File: src/rtl/ipi_irq_ctrl_pkg.sv
// Address map and register selects shared between the IPI block and the per-core
// interrupt controller that sits directly behind it on the same bus segment.
package ipi_irq_ctrl_pkg;

   localparam int ADR_W    = 18;
   localparam int REG_LSB  = 2;
   localparam int REG_MSB  = 3;
   localparam int CORE_LSB = 4;
   localparam int CORE_MSB = 17;
   localparam int CORE_W   = CORE_MSB - CORE_LSB + 1;

   typedef enum logic [1:0] {
      REG_MASK   = 2'd0,
      REG_PEND   = 2'd1,
      REG_MODE   = 2'd2,
      REG_ACTIVE = 2'd3
   } reg_sel_e;

   typedef struct packed {
      logic [CORE_W-1:0] core;
      reg_sel_e          sel;
   } reg_addr_t;

   // Splits the word-aligned part of a byte address into core index and register select.
   function automatic reg_addr_t decode_addr(input logic [CORE_MSB:REG_LSB] adr);
      reg_addr_t a;
      a.core = adr[CORE_MSB:CORE_LSB];
      a.sel  = reg_sel_e'(adr[REG_MSB:REG_LSB]);
      return a;
   endfunction

endpackage

File: src/rtl/ipi_irq_sync.sv
// Two-flop synchronizer for asynchronous interrupt lines, followed by a history flop
// so that a one-cycle rise pulse can be derived from the synchronized level.
module ipi_irq_sync #(
   parameter int WIDTH = 8
) (
   input  logic             clk,
   input  logic             rst_n,
   input  logic [WIDTH-1:0] async_in,
   output logic [WIDTH-1:0] level,
   output logic [WIDTH-1:0] rise
);

   logic [WIDTH-1:0] meta_q;
   logic [WIDTH-1:0] sync_q;
   logic [WIDTH-1:0] hist_q;

   always_ff @(posedge clk or negedge rst_n) begin
      if (!rst_n) begin
         meta_q <= '0;
         sync_q <= '0;
         hist_q <= '0;
      end else begin
         // NOTE: non-blocking so each stage samples its predecessor's pre-edge value;
         // blocking assignments would collapse the chain into a single flop.
         meta_q <= async_in;
         sync_q <= meta_q;
         hist_q <= sync_q;
      end
   end

   assign level = sync_q;
   assign rise  = sync_q & ~hist_q;

endmodule

File: src/rtl/ipi_irq_ctrl.sv
// Per-core interrupt controller: merges each core's IPI with shared peripheral lines,
// applies mask, edge/level mode and pending latches, and drives one registered irq per CPU.
module ipi_irq_ctrl
   import ipi_irq_ctrl_pkg::*;
#(
   parameter int NUM_CORES = 2,
   parameter int NUM_SRC   = 8
) (
   input  logic                 wb_clk,
   input  logic                 wb_rst,
   input  logic [ADR_W-1:0]     wb_adr_i,
   input  logic [31:0]          wb_dat_i,
   input  logic [3:0]           wb_sel_i,
   input  logic                 wb_we_i,
   input  logic                 wb_cyc_i,
   input  logic                 wb_stb_i,
   input  logic [2:0]           wb_cti_i,
   input  logic [1:0]           wb_bte_i,
   output logic [31:0]          wb_dat_o,
   output logic                 wb_ack_o,
   output logic                 wb_err_o,
   output logic                 wb_rty_o,
   input  logic [NUM_CORES-1:0] ipi_irq_i,
   input  logic [NUM_SRC-1:0]   src_irq_i,
   output logic [NUM_CORES-1:0] cpu_irq_o
);

   localparam int W = NUM_SRC + 1;

   logic [NUM_SRC-1:0] src_level;
   logic [NUM_SRC-1:0] src_rise;

   ipi_irq_sync #(
      .WIDTH (NUM_SRC)
   ) u_src_sync (
      .clk      (wb_clk),
      .rst_n    (wb_rst),
      .async_in (src_irq_i),
      .level    (src_level),
      .rise     (src_rise)
   );

   logic [NUM_CORES-1:0][W-1:0] mask_q;
   logic [NUM_CORES-1:0][W-1:0] mode_q;
   logic [NUM_CORES-1:0][W-1:0] pend_q;
   logic [NUM_CORES-1:0][W-1:0] pend_d;
   logic [NUM_CORES-1:0]        irq_q;

   reg_addr_t            addr;
   logic                 req;
   logic                 core_ok;
   logic                 wr;
   logic [NUM_CORES-1:0] core_hit;
   logic [W-1:0]         wdata;
   logic [W-1:0]         rd_vec;
   logic [31:0]          rd_data;
   logic                 ack_q;
   logic                 err_q;
   logic [31:0]          dat_q;

   // ---------------------------------------------------------------------------
   // Bus decode: one response per access, never re-triggered while ack/err is high
   // ---------------------------------------------------------------------------
   assign addr    = decode_addr(wb_adr_i[CORE_MSB:REG_LSB]);
   assign req     = wb_cyc_i & wb_stb_i & ~ack_q & ~err_q;
   assign core_ok = addr.core < CORE_W'(NUM_CORES);
   assign wr      = req & core_ok & wb_we_i;
   assign wdata   = wb_dat_i[W-1:0];

   always_comb begin
      // NOTE: every combinational output gets a default first, so no path can
      // leave it unassigned and infer a latch.
      core_hit = '0;
      for (int c = 0; c < NUM_CORES; c++) begin
         core_hit[c] = (addr.core == CORE_W'(c));
      end
   end

   always_comb begin
      rd_vec = '0;
      for (int c = 0; c < NUM_CORES; c++) begin
         if (core_hit[c]) begin
            unique case (addr.sel)
               REG_MASK:   rd_vec = mask_q[c];
               REG_PEND:   rd_vec = pend_q[c];
               REG_MODE:   rd_vec = mode_q[c];
               REG_ACTIVE: rd_vec = pend_q[c] & mask_q[c];
            endcase
         end
      end
      rd_data          = '0;
      rd_data[W-1:0]   = rd_vec;
   end

   // ---------------------------------------------------------------------------
   // Pending latches. Bit 0 (IPI) is always level; edge bits set on a synchronized
   // rise and clear on W1C, with a coincident rise taking priority.
   // ---------------------------------------------------------------------------
   for (genvar c = 0; c < NUM_CORES; c++) begin : g_core
      logic [W-1:0] lvl;
      logic [W-1:0] rise;
      logic [W-1:0] clr;

      assign lvl  = {src_level, ipi_irq_i[c]};
      assign rise = {src_rise, 1'b0};
      assign clr  = (wr && core_hit[c] && addr.sel == REG_PEND) ? (wdata & mode_q[c]) : '0;

      assign pend_d[c] = (mode_q[c] & ((pend_q[c] & ~clr) | rise))
                       | (~mode_q[c] & lvl);
   end

   always_ff @(posedge wb_clk or negedge wb_rst) begin
      if (!wb_rst) begin
         mask_q <= '0;
         mode_q <= '0;
         pend_q <= '0;
         irq_q  <= '0;
      end else begin
         pend_q <= pend_d;
         for (int c = 0; c < NUM_CORES; c++) begin
            irq_q[c] <= |(pend_q[c] & mask_q[c]);
            if (wr && core_hit[c]) begin
               if (addr.sel == REG_MASK) mask_q[c] <= wdata;
               // The IPI bit cannot be switched to edge mode.
               if (addr.sel == REG_MODE) mode_q[c] <= {wdata[W-1:1], 1'b0};
            end
         end
      end
   end

   // ---------------------------------------------------------------------------
   // Registered bus response
   // ---------------------------------------------------------------------------
   always_ff @(posedge wb_clk or negedge wb_rst) begin
      if (!wb_rst) begin
         ack_q <= 1'b0;
         err_q <= 1'b0;
         dat_q <= '0;
      end else begin
         ack_q <= req & core_ok;
         err_q <= req & ~core_ok;
         if (req) dat_q <= core_ok ? rd_data : '0;
      end
   end

   assign wb_dat_o  = dat_q;
   assign wb_ack_o  = ack_q;
   assign wb_err_o  = err_q;
   assign wb_rty_o  = 1'b0;
   assign cpu_irq_o = irq_q;

   // Byte selects and burst hints carry no meaning here; every access is a full word.
   logic unused;
   assign unused = ^{wb_sel_i, wb_cti_i, wb_bte_i, wb_adr_i[1:0], wb_dat_i};

endmodule

File: config.mk
export PLATFORM = sky130hd
export DESIGN_NAME = ipi_irq_ctrl
export DESIGN_NICKNAME = d
export VERILOG_FILES = /design/src/rtl/ipi_irq_ctrl_pkg.sv /design/src/rtl/ipi_irq_sync.sv /design/src/rtl/ipi_irq_ctrl.sv
export SDC_FILE = /design/constraint.sdc
export NUM_CORES = 1
export LEC_CHECK = 0
export BUFFER_PORTS_ARGS = -buffer_cell sky130_fd_sc_hd__clkbuf_2
export CAP_MARGIN = 20
export CORE_MARGIN = 5
export CORE_UTILIZATION = 30
export DETAILED_ROUTE_END_ITERATION = 16
export HOLD_SLACK_MARGIN = 0.06
export PLACE_DENSITY = 0.53
export RECOVER_POWER = 50
export SYNTH_ARGS = -nofsm -noshare
export SYNTH_HDL_FRONTEND = slang
export SYNTH_SLANG_ARGS = --single-unit
File: constraint.sdc
create_clock -name wb_clk -period 5 [get_ports wb_clk]
set_clock_uncertainty 0.15 [all_clocks]
set_input_delay 0.75 -clock wb_clk [delete_from_list [all_inputs] [get_ports wb_clk]]
set_output_delay 0.75 -clock wb_clk [all_outputs]
set_load 0.01 [all_outputs]
# == After elaboration in Yosys (flattened, before gate mapping) ==
# Cells that the tools add are included.
# word_totals
reg_bits,112
elab_cells,66
# op_classes
order_cmp,1
n_eq_ne,4
mux,7
bitwise,29
reduce_logical,12
# op_table
operator,count
9-bit AND,10
9-bit one-hot mux with 4 select lines,2
9-bit two-way mux,5
9-bit NOT,4
9-bit bitwise OR,4
9-bit OR reduction,2
"14-bit by 1-bit equality test with 1-bit output, second input constant",1
14-bit zero test,1
"14-bit by 2-bit less-than comparator with 1-bit output, second input constant",1
8-bit AND,1
8-bit NOT,1
2-bit AND reduction,4
1-bit AND,6
"2-bit equality test, second input constant",2
1-bit logical AND,4
1-bit NOT,3
"2-bit by 1-bit equality test with 1-bit output, second input constant",1
2-bit zero test,1

# == Longest topological paths before layout ==
# depth
ltp_word,13
mapped_depth,6
mapped_depth_nobuf,5

# == Cells and area by module ==
# A second synthesis with hierarchy kept.
# hier_totals
hier_cells,328
area_unflattened_um2,4093.9
# modules_own_cells
mod,n_inst,cells_each,area_each_um2,seq_area_each_um2
ipi_irq_ctrl,1,296,3383.2,1626.6
ipi_irq_sync,1,32,710.7,600.6

# == Worst setup path after synthesis ==
# Ideal clock, no wire load.
# synth_timing
path_type,input to register
start,input wb_adr_i[13]
end,register mask_q[0] in the netlist's numbering
arrival_ns,2.190
required_ns,4.725
setup_slack_ns,2.535
cell_stages,5
n_path_buf,1
path_cell_list,nor4_4 nand4_2 buf_6 nor4_4 mux2_2
# synth_via
elab_chain_cells,5
elab_cells_between_ends,6
# synth_rtl
item,line_no,rtl
"start, declared",ipi_irq_ctrl.sv:11,"input logic [ADR_W-1:0] wb_adr_i,"
14-bit by 2-bit less-than comparator with 1-bit output,ipi_irq_ctrl.sv:66,assign core_ok = addr.core < CORE_W'(NUM_CORES);
1-bit AND (2 in series),ipi_irq_ctrl.sv:67,assign wr = req & core_ok & wb_we_i;
1-bit logical AND *,ipi_irq_ctrl.sv:122,if (wr && core_hit[c]) begin
2-bit AND reduction (no line) *,n/a,
"end signal, assigned by index",ipi_irq_ctrl.sv:123,if (addr.sel == REG_MASK) mask_q[c] <= wdata;
"end, declared",ipi_irq_ctrl.sv:43,logic [NUM_CORES-1:0][W-1:0] mask_q;
# Mark *: on every way between the ends. The rest lies on a longest branch, timed or not.
# A chain may end at the register's enable or synchronous reset.

# == Worst setup path after layout ==
# layout_timing
start,input wb_adr_i[13]
end,register mode_q[13] in the netlist's numbering
# layout_via
elab_chain_cells,5
elab_cells_between_ends,6
# layout_rtl
item,line_no,rtl
14-bit by 2-bit less-than comparator with 1-bit output,ipi_irq_ctrl.sv:66,
1-bit AND (2 in series),ipi_irq_ctrl.sv:67,
1-bit logical AND *,ipi_irq_ctrl.sv:122,
2-bit AND reduction (no line) *,n/a,
"end signal, assigned by index",ipi_irq_ctrl.sv:125,"if (addr.sel == REG_MODE) mode_q[c] <= {wdata[W-1:1], 1'b0};"
"end, declared",ipi_irq_ctrl.sv:44,logic [NUM_CORES-1:0][W-1:0] mode_q;
# Marked as above.

==> summary.txt <==
Global route
  – Initial antenna violation count: 0
  – Global Route Usage Sum: 0.127
  – Grt ovf: 0
  – Largest net degree at the start of global routing: 52
  – First-pass GRT wire length: between 15,000 and 20,000 µm
  – Vias in the first global route: just under 3,000

Worst setup path
  – Critical Path, Cell by Cell: clkbuf_2 -> nor4_4 -> nand4_2 -> or4_1 -> mux2_2
  – CP top delay family: simple AND/OR/NAND/NOR gates
  – R2r endpoint: mode_q[13]
  – R2r worst-path depth: 4
  – Critical path arrival: 3010 ps
  – Crit Path Class: primary input to flop
  – Worst r2r src: wb_ack_o
  – Delay of the slowest critical-path stage: just under 1000 ps
  – Bufs and invs on worst path: 1
  – Critical Path Sink Type: flop
  – CP max stage cell: or4_1
  – Worst setup SP type: primary input
  – Required @ worst endpoint: between 5000 and 6000 ps
  – R2R Setup Slk: about 2200 ps
  – Critical-path maximum fanout: 12

Hold path
  – Hold Path End: u_src_sync.level[0]
  – Worst hold path stage count: 0
  – Hold WC Path Type: flop to flop
  – Hold Startpoint: u_src_sync.meta_q[0]

Route
  – Drt initial violations: 140
  – # DRC: 0
  – WL/cell: about 17 µm
  – Drt first pass iters: 4
  – Via count: approximately 3,000
  – Final wirelength: around 10,000 µm
  – DR vias/cell: 4.87
  – DRT antenna net count: 0

Pwr
  – Pwr Density: approximately 310 nW/µm²
  – Switch Pwr: roughly 0.00035 W
  – Flop pwr share: 0.506
  – Internal power: 0.00113 W
  – Comb power frac: 0.070
  – Clock share of power: 0.424
  – Switching share of power: 0.236
  – Leakage: roughly 2.2 nW
  – Maximum vdd drop: roughly 0.15 mV

Status
  – Outcome: finished, violations left
  – Failing checks: capacitance limit, slew limit

Logic synthesis
  – Cells after synthesis: 377
  – Number of enable flip-flop cells after synthesis: 0
  – Number of library cell types mapped by synthesis: 34
  – Synth Flop Type: dfrtp_1
  – Ys Warns: 0
  – Part of the Yosys area used for sequential elements: 0.534
  – Yosys reg bits: between 80 and 90
  – Syn_area_per_cell: about 11 µm²
  – Post-synthesis async set-or-reset flop share: 1.00
  – Mapped cell area: 4170 µm²

Finish
  – Fin area: between 4000 and 5000 µm²
  – NumNets Final: roughly 500
  – Most frequent cells in the layout: 89 x dfrtp_1, 60 x nand2_1, 38 x clkbuf_2
  – Final antenna diode count: 0
  – Layout area overhead: 14.0%
  – Share of cells above drive strength 1: 0.220
  – FF+latch area: 2230 µm²
  – Fill cells: about 1,400
  – Multi-input logic area: 1730 µm²
  – Commonest non-fill, non-tap cell in the layout: dfrtp_1

Floorplanning
  – # rows: 43
  – Core Area: about 14,000 µm²
  – Initial Utilization: 0.303
  – Die Y: about 130 µm
  – Die area: ~16,000 µm²
  – I/O pins: around 110
  – Chip width: roughly 130 µm

CTS
  – H-tree levels: 3
  – CTS buffer count: 9
  – Reg clk slew, reported paths: approximately 60 ps
  – Deepest clock path buffer count: 2
  – # clock sinks: between 80 and 90
  – Hold buffer count at CTS: 0
  – Root Driver: clkbuf_16
  – Resized cells post-CTS: 0
  – CTS tree: done
  – Post-CTS setup buffer count: 0
  – Clock Latency Late Sink: roughly 340 ps

Placement
  – DP HPWL: between 6000 and 7000 µm
  – Final GP Congestion: between 0.7 and 0.8
  – DP Area: ~4500 µm²
  – Port Buffers: 52

STA
  – Max-slew headroom: -0.605
  – Final Hold Fails: 0
  – Fmax: between 300 and 400 MHz
  – Fin crit share: 0.587
  – RSZ-0062 raised after global routing: no
  – Min Tclk post-route: 2930 ps
  – Final setup fails: 0
  – TNS Setup: 0 ps
  – Worst Tran Pin Value: 2410 ps
  – Final Max Slew Viols: 45

Job
  – Max Cap Viol: 1
[per-stage QoR]
stage          utilization  hold WS [ps]  setup WS (ps)  std cells  power (W)
5_1_grt              0.345           199           1450        607    0.00155
3_3_place_gp         0.327           183           1740        592   0.000866
4_1_cts              0.347           197           2050        607    0.00151
2_1_floorplan            -           181           2530        400   0.000829
3_5_place_dp         0.327           185           1690        592   0.000869
6_report             0.345           192           2070        607    0.00148
[power by group through the flow]
stage / logic [W] / registers (W) / clock network, W
detailed placement: 0.000105 / 0.000764 / 0
floorplan: 0.0000686 / 0.000760 / 0
global route: 0.000118 / 0.000752 / 0.000680
global placement: 0.000102 / 0.000764 / 0
finish: 0.000103 / 0.000751 / 0.000628
CTS: 0.000105 / 0.000751 / 0.000651
[metal layers]
metal	vias up	track usage	wire, µm
met5	-	0	0
met4	0	0.0406	167
met3	14	0.0429	570
met2	66	0.209	4950
met1	1457	0.157	4340
li1	1417	-	-
[cells in the mapped netlist (9+ instances only)]
cell / n / share of area
nand2_1: 60 / 0.054
o21ai_0: 17 / 0.020
clkbuf_1: 12 / 0.011
nor4_1: 9 / 0.013
a22oi_1: 12 / 0.022
mux2i_1: 18 / 0.043
buf_4: 24 / 0.043
inv_1: 10 / 0.0090
a221oi_1: 9 / 0.019
nor3_1: 17 / 0.020
dfrtp_1: 89 / 0.53
mux2_2: 34 / 0.092
[worst register-to-register path, cell delays in order (launching register included)]
cell	delay (ps)
dfrtp_1	390
and4bb_2	340
nand4_2	470
or4_1	980
mux2_2	380
[registers in the layout (all words and copies together), names as in the netlist]
name               count
cpu_irq_o              2
mask_q                18
mode_q                16
pend_q                18
u_src_sync.hist_q      8
u_src_sync.level       8
u_src_sync.meta_q      8
wb_ack_o               1
wb_dat_o               9
wb_err_o               1
[kinds of logic after synthesis]
family,count (synthesis),synth area share
buffers and inverters,53,0.0729
AO/OA/AOI/OAI,67,0.115
multiplexers,52,0.135
other,1,0.000899
AND/OR/NAND/NOR,115,0.142
flip-flops,89,0.534
[layout make-up]
| class | instances | area share |
|---|---|---|
| flip-flops and latches | 89 | 0.468 |
| multi-input cells | 258 | 0.363 |
| repair buffers | 55 | 0.0558 |
| clock buffers | 13 | 0.0547 |
| well taps | 180 | 0.0473 |
| inverters | 10 | 0.00789 |
| clock inverters | 2 | 0.00289 |
[worst max path at each step]
| stage | start | end | cells past startpoint |
|---|---|---|---|
| 4_1_cts | wb_adr_i[13] | mode_q[13] | 5 |
| 3_5_place_dp | wb_adr_i[13] | mode_q[13] | 5 |
| 6_report | wb_adr_i[13] | mode_q[13] | 5 |
| 5_1_grt | wb_rst | u_src_sync.hist_q[2] | 2 |
| 3_3_place_gp | wb_adr_i[13] | mode_q[10] | 5 |
| 2_1_floorplan | wb_adr_i[13] | mask_q[0] | 5 |
Power figures use the tool's default switching activity.
